### src/rtl/led_sweep_scheduler.sv
// rtl/led_sweep_scheduler.sv - sweep sequencer for a 9-bit LED updater (optional PAUSE input via LED_SCHED_PAUSE_EN)
module led_sweep_scheduler #(
    parameter int RATE_W = 16,
    parameter int CNT_W  = 8
) (
    input  logic              CLOCK_IN,
    input  logic              RESET_N,
    input  logic              START,
    input  logic              ABORT,
`ifdef LED_SCHED_PAUSE_EN
    input  logic              PAUSE,
`endif
    input  logic [CNT_W-1:0]  SWEEP_COUNT,
    input  logic [RATE_W-1:0] RATE_DIV,
    input  logic [8:0]        LED_DATA,
    input  logic              LED_TRIGGER,
    output logic              LED_ENABLE,
    output logic              LED_RESET,
    output logic              BUSY,
    output logic              DONE,
    output logic [CNT_W-1:0]  SWEEPS_DONE
);

    typedef enum logic [1:0] {
        S_IDLE   = 2'd0,
        S_CLEAR  = 2'd1,
        S_RUN    = 2'd2,
        S_FINISH = 2'd3
    } state_t;

    state_t              state_q, state_d;
    logic [CNT_W-1:0]    count_q, count_d;
    logic [RATE_W-1:0]   rate_q, rate_d;
    logic [RATE_W-1:0]   tick_q, tick_d;
    logic [CNT_W-1:0]    sweeps_q, sweeps_d;
    logic                seen_top_q, seen_top_d;
    logic                aborting_q, aborting_d;

    logic                pause_w;
    logic                sweep_end;
    logic                last_sweep;
    logic [CNT_W-1:0]    sweeps_inc;
    logic                led_enable_w;
    logic                led_reset_w;
    logic                done_w;

`ifdef LED_SCHED_PAUSE_EN
    assign pause_w = PAUSE;
`else
    assign pause_w = 1'b0;
`endif

    // A sweep ends when the counter returns to zero after having reached the top
    assign sweeps_inc = sweeps_q + CNT_W'(1);
    assign sweep_end  = seen_top_q && (LED_DATA == 9'd0);
    assign last_sweep = sweep_end && (count_q != '0) && (sweeps_inc == count_q);

    // State and datapath registers, cleared asynchronously
    always_ff @(posedge CLOCK_IN or negedge RESET_N) begin
        if (!RESET_N) begin
            state_q    <= S_IDLE;
            count_q    <= '0;
            rate_q     <= '0;
            tick_q     <= '0;
            sweeps_q   <= '0;
            seen_top_q <= 1'b0;
            aborting_q <= 1'b0;
        end else begin
            state_q    <= state_d;
            count_q    <= count_d;
            rate_q     <= rate_d;
            tick_q     <= tick_d;
            sweeps_q   <= sweeps_d;
            seen_top_q <= seen_top_d;
            aborting_q <= aborting_d;
        end
    end

    // Next-state and strobe decode; ABORT outranks start and sweep completion
    always_comb begin
        state_d      = state_q;
        count_d      = count_q;
        rate_d       = rate_q;
        tick_d       = tick_q;
        sweeps_d     = sweeps_q;
        seen_top_d   = seen_top_q;
        aborting_d   = aborting_q;
        led_enable_w = 1'b0;
        led_reset_w  = 1'b0;
        done_w       = 1'b0;
        case (state_q)
            S_IDLE: begin
                if (START && !ABORT) begin
                    state_d    = S_CLEAR;
                    count_d    = SWEEP_COUNT;
                    rate_d     = RATE_DIV;
                    sweeps_d   = '0;
                    aborting_d = 1'b0;
                end
            end
            S_CLEAR: begin
                // aborting_q decides whether this clear leads back to IDLE or into RUN
                led_reset_w = 1'b1;
                seen_top_d  = 1'b0;
                tick_d      = rate_q;
                if (ABORT) begin
                    aborting_d = 1'b1;
                end else if (aborting_q) begin
                    state_d    = S_IDLE;
                    aborting_d = 1'b0;
                end else begin
                    state_d = S_RUN;
                end
            end
            S_RUN: begin
                if (ABORT) begin
                    state_d    = S_CLEAR;
                    aborting_d = 1'b1;
                end else begin
                    if (!pause_w) begin
                        tick_d = (tick_q == '0) ? rate_q : tick_q - RATE_W'(1);
                    end
                    if (sweep_end) begin
                        seen_top_d = 1'b0;
                        sweeps_d   = sweeps_inc;
                    end else if (LED_TRIGGER) begin
                        seen_top_d = 1'b1;
                    end
                    if (last_sweep) begin
                        state_d = S_FINISH;
                    end else if (!pause_w && (tick_q == '0)) begin
                        led_enable_w = 1'b1;
                    end
                end
            end
            S_FINISH: begin
                if (ABORT) begin
                    state_d    = S_CLEAR;
                    aborting_d = 1'b1;
                end else begin
                    done_w  = 1'b1;
                    state_d = S_IDLE;
                end
            end
            default: state_d = S_IDLE;
        endcase
    end

    assign LED_ENABLE  = led_enable_w;
    assign LED_RESET   = led_reset_w;
    assign DONE        = done_w;
    assign BUSY        = (state_q != S_IDLE);
    assign SWEEPS_DONE = sweeps_q;

endmodule

### config.mk
export PLATFORM = sky130hd
export DESIGN_NAME = led_sweep_scheduler
export DESIGN_NICKNAME = d
export VERILOG_FILES = /design/src/rtl/led_sweep_scheduler.sv
export SDC_FILE = /design/constraint.sdc
export NUM_CORES = 1
export LEC_CHECK = 0
export CAP_MARGIN = 20
export CORE_ASPECT_RATIO = 1.5
export CORE_MARGIN = 1.5
export CORE_UTILIZATION = 50
export CTS_BUF_LIST = sky130_fd_sc_hd__clkbuf_8
export DETAILED_ROUTE_END_ITERATION = 12
export GPL_ROUTABILITY_DRIVEN = 0
export PLACE_DENSITY = 0.76
export REMOVE_ABC_BUFFERS = 1
export SLEW_MARGIN = 10
export SYNTH_ARGS = -nofsm -noshare
export SYNTH_HDL_FRONTEND = slang
export SYNTH_SLANG_ARGS = --single-unit
### constraint.sdc
create_clock -name CLOCK_IN -period 3.6 [get_ports CLOCK_IN]
set_clock_uncertainty 0.05 [all_clocks]
set_input_delay 0.72 -clock CLOCK_IN [delete_from_list [all_inputs] [get_ports CLOCK_IN]]
set_output_delay 0.72 -clock CLOCK_IN [all_outputs]
set_load 0.005 [all_outputs]
==> impl_metrics.json <==
{
  "synth-adder-area-share_pct": 1.31,
  "die_area_sq_mm": 0.00620,
  "cp.arrival_ns": 2.72,
  "ys_top_cells_by_area": "dfrtp_1, mux2_2, o21ai_0, mux2i_1, nor2_1",
  "peakVddDrop_v": 0.000366,
  "yosys_warnings": 0,
  "hold_viol": 0,
  "grt_pass1_wl_mm": 10.4,
  "synthMuxAreaShare_pct": 13.2,
  "rr_worst_depth": 9,
  "h-tree-depth": 2,
  "power_uw": 2360,
  "cts_hold_buf": 0,
  "clockBufferDepth": 2,
  "synth_compound_area_share_pct": 15.4,
  "synth-seq-cells": 52,
  "rows": 33,
  "timing.final.crit_share_pct": 96.9,
  "start_util_pct": 52.1,
  "path_max_fanout": 2,
  "stdcell_count": 411,
  "drv_slew": 0,
  "synth_top_family_by_area": "simple AND/OR/NAND/NOR gates",
  "start_kind": "input pin",
  "period_minus_slack_ns": 3.49,
  "status": "completed",
  "syn_to_final_growth_pct": 26.8,
  "power_density_mw_per_mm2": 651,
  "netlist_instances": 287,
  "max_slew_margin_pct": 46.2,
  "drive_gt1_share_pct": 16.4,
  "wl_per_cell_um": 15.8,
  "drtPass1Iterations": 4,
  "dp.cells": 400,
  "synth-simple-area-share_pct": 16.8,
  "postRouteAntennaNets": 0,
  "crit_slowest_cell": "or4_4",
  "slowest_delay_ns": 0.51,
  "critical_path_class": "in2out",
  "n_antenna_cell": 0,
  "cts_buffers": 5,
  "io_buffer_count": 49,
  "syn_area_sq_mm": 0.00286,
  "routed_wl_mm": 6.51,
  "synth_commonest_cells": "dfrtp_1, o21ai_0, mux2_2",
  "synthArstFlopShare_pct": 100,
  "synthXorXnorAreaFrac_pct": 3.37,
  "avgSynthCellArea_sq_um": 9.97,
  "die_h_um": 95.7,
  "worst_pin_slew_ns": 0.806,
  "clock-sinks": 52,
  "die_x_um": 64.8,
  "rsz0062_at_grt": "no",
  "cp.required_ns": 2.83,
  "clock.fmax_mhz": 287,
  "timing.hold.ws_ns": 0.439,
  "routed_via_density": 5.90,
  "yosys.area.top_type_share_pct": 45.5,
  "synth_top_cell_by_area": "dfrtp_1",
  "grt-ovfl-total": 0,
  "nets": 381,
  "antenna_found_initial": 0,
  "synth_top_flop_cell": "dfrtp_1",
  "p_leak_uw": 0.00156,
  "ys_seq_area_share_pct": 45.5,
  "tritoncts": "done",
  "dpl.hpwl_mm": 4.59,
  "synth_edf_count": 0,
  "num_vias": 2424,
  "grt_pass1_vias": 2313,
  "setup_viol": 0,
  "drv_cap": 0,
  "core_area_sq_mm": 0.00549,
  "path_cells": "clkdlybuf4s50_1 -> nor4_4 -> nand3_1 -> or4_4 -> a2111oi_4 -> nor4_2 -> clkdlybuf4s15_1",
  "insertion_delay_ns": 0.30,
  "hold_path.class": "in2async",
  "gr-usage-all-layers_pct": 21.8,
  "path_clk_slew_ns": 0.10,
  "drt_iter0_markers": 172,
  "cts-root-buf": "clkbuf_8",
  "synth.distinct_cells": 48,
  "post-synth-top-count-cell": "dfrtp_1",
  "drc_errors": 0,
  "ioPinCount": 50,
  "critPathCaptureType": "primary output",
  "grt_max_degree": 37
}
## worst paths after layout
kind	from	endpoint	slack, ns
worst max register to register	SWEEPS_DONE[1]	state_q[0]	0.99
worst max-delay path	LED_DATA[0]	LED_ENABLE	0.11
max in group asynchronous	RESET_N	rate_q[1]	2.31
worst min-delay path	RESET_N	count_q[5]	0.44
min in group CLOCK_IN	rate_q[1]	rate_q[1]	0.46
worst min register to register	rate_q[1]	rate_q[1]	0.46
## cell families (layout without fill, tap and decap cells)
logic type	count (synthesis)	in the layout
AND/OR/NAND/NOR	94	94
AO/OA/AOI/OAI	64	64
multiplexers	35	35
adder cells (fa/ha/maj)	3	3
XOR/XNOR	11	11
buffers and inverters	28	82
flip-flops	52	52
## cell usage in the layout, fill, tap and decap left out, types with 2 or more instances in the layout
cell type        Yosys  layout
a31oi_1              4       4
nor3_1              11      11
dfrtp_1             52      52
o21ai_0             25      25
nor4_4               0       2
buf_4                0      13
a21oi_1              3       3
a22oi_1              3       3
xor2_1               5       5
o31ai_1              4       4
nand2b_1             5       5
nand2_1             18      18
dlymetal6s2s_1       0       3
inv_1               12      12
or3_1                2       2
nand4_1              3       3
o311ai_0             2       2
or3b_2               2       2
mux2_2              23      23
nand3_1              9       9
nor2_1              22      22
clkbuf_8             0       5
ha_1                 3       3
and3_1               4       4
nor4_1               7       4
xnor2_1              6       6
clkdlybuf4s50_1      0      44
and2_1               2       2
o2bb2ai_1            8       8
a32oi_1              2       2
nor2b_1              3       3
mux2i_1             12      12
## where the power goes
group	total, uW	internal [uW]	switching (uW)
Combinational	914	459	455
Clock	401	206	195
Sequential	1050	828	219
## metrics by stage
stage | setup WS (ns) | util, % | TNS [ns] | area, sq um
2_1_floorplan | 0.380 | - | 0 | 2780
3_3_place_gp | -0.270 | 62.6 | -0.270 | 3440
3_5_place_dp | -0.364 | 62.6 | -0.364 | 3440
4_1_cts | 0.0683 | 65.5 | 0 | 3600
5_1_grt | 0.0320 | 66.1 | 0 | 3630
6_report | 0.112 | 66.1 | 0 | 3630
## state kept, by name, summed over array words and instances, names as in the netlist
signal,count
SWEEPS_DONE,8
aborting_q,1
count_q,8
rate_q,16
seen_top_q,1
state_q,2
tick_q,16
## cell type report
type / instances / area (sq um)
fillers: 449 / 1860
multi-input cells: 207 / 1490
flip-flops and latches: 52 / 1300
repair buffers: 62 / 591
well taps: 70 / 87.6
clock buffers: 5 / 68.8
inverters: 12 / 45.0
clock inverters: 3 / 42.5
## worst max-delay path: cells and delay by family
family / cells / cell delay (ns)
compound gates: 1 / 0.32
simple gates: 4 / 1.03
buf+inv: 2 / 0.65
## layer usage
layer  wire [um]  track usage, %  up-vias
li1            -               -     1154
met1        2620            23.6     1198
met2        3530            41.2       59
met3         228            3.78       13
met4         129            8.87        0
met5           0               0        -
## repair_timing
item | in CTS | in global routing
hold endpoints to repair | 0 | 0
gates resized for setup | 6 | 5
endpoints found under the setup margin | 1 | 1
setup buffers | 1 | 2
pin swaps | 4 | 5
Note: power is estimated with default switching activity, not from simulation.
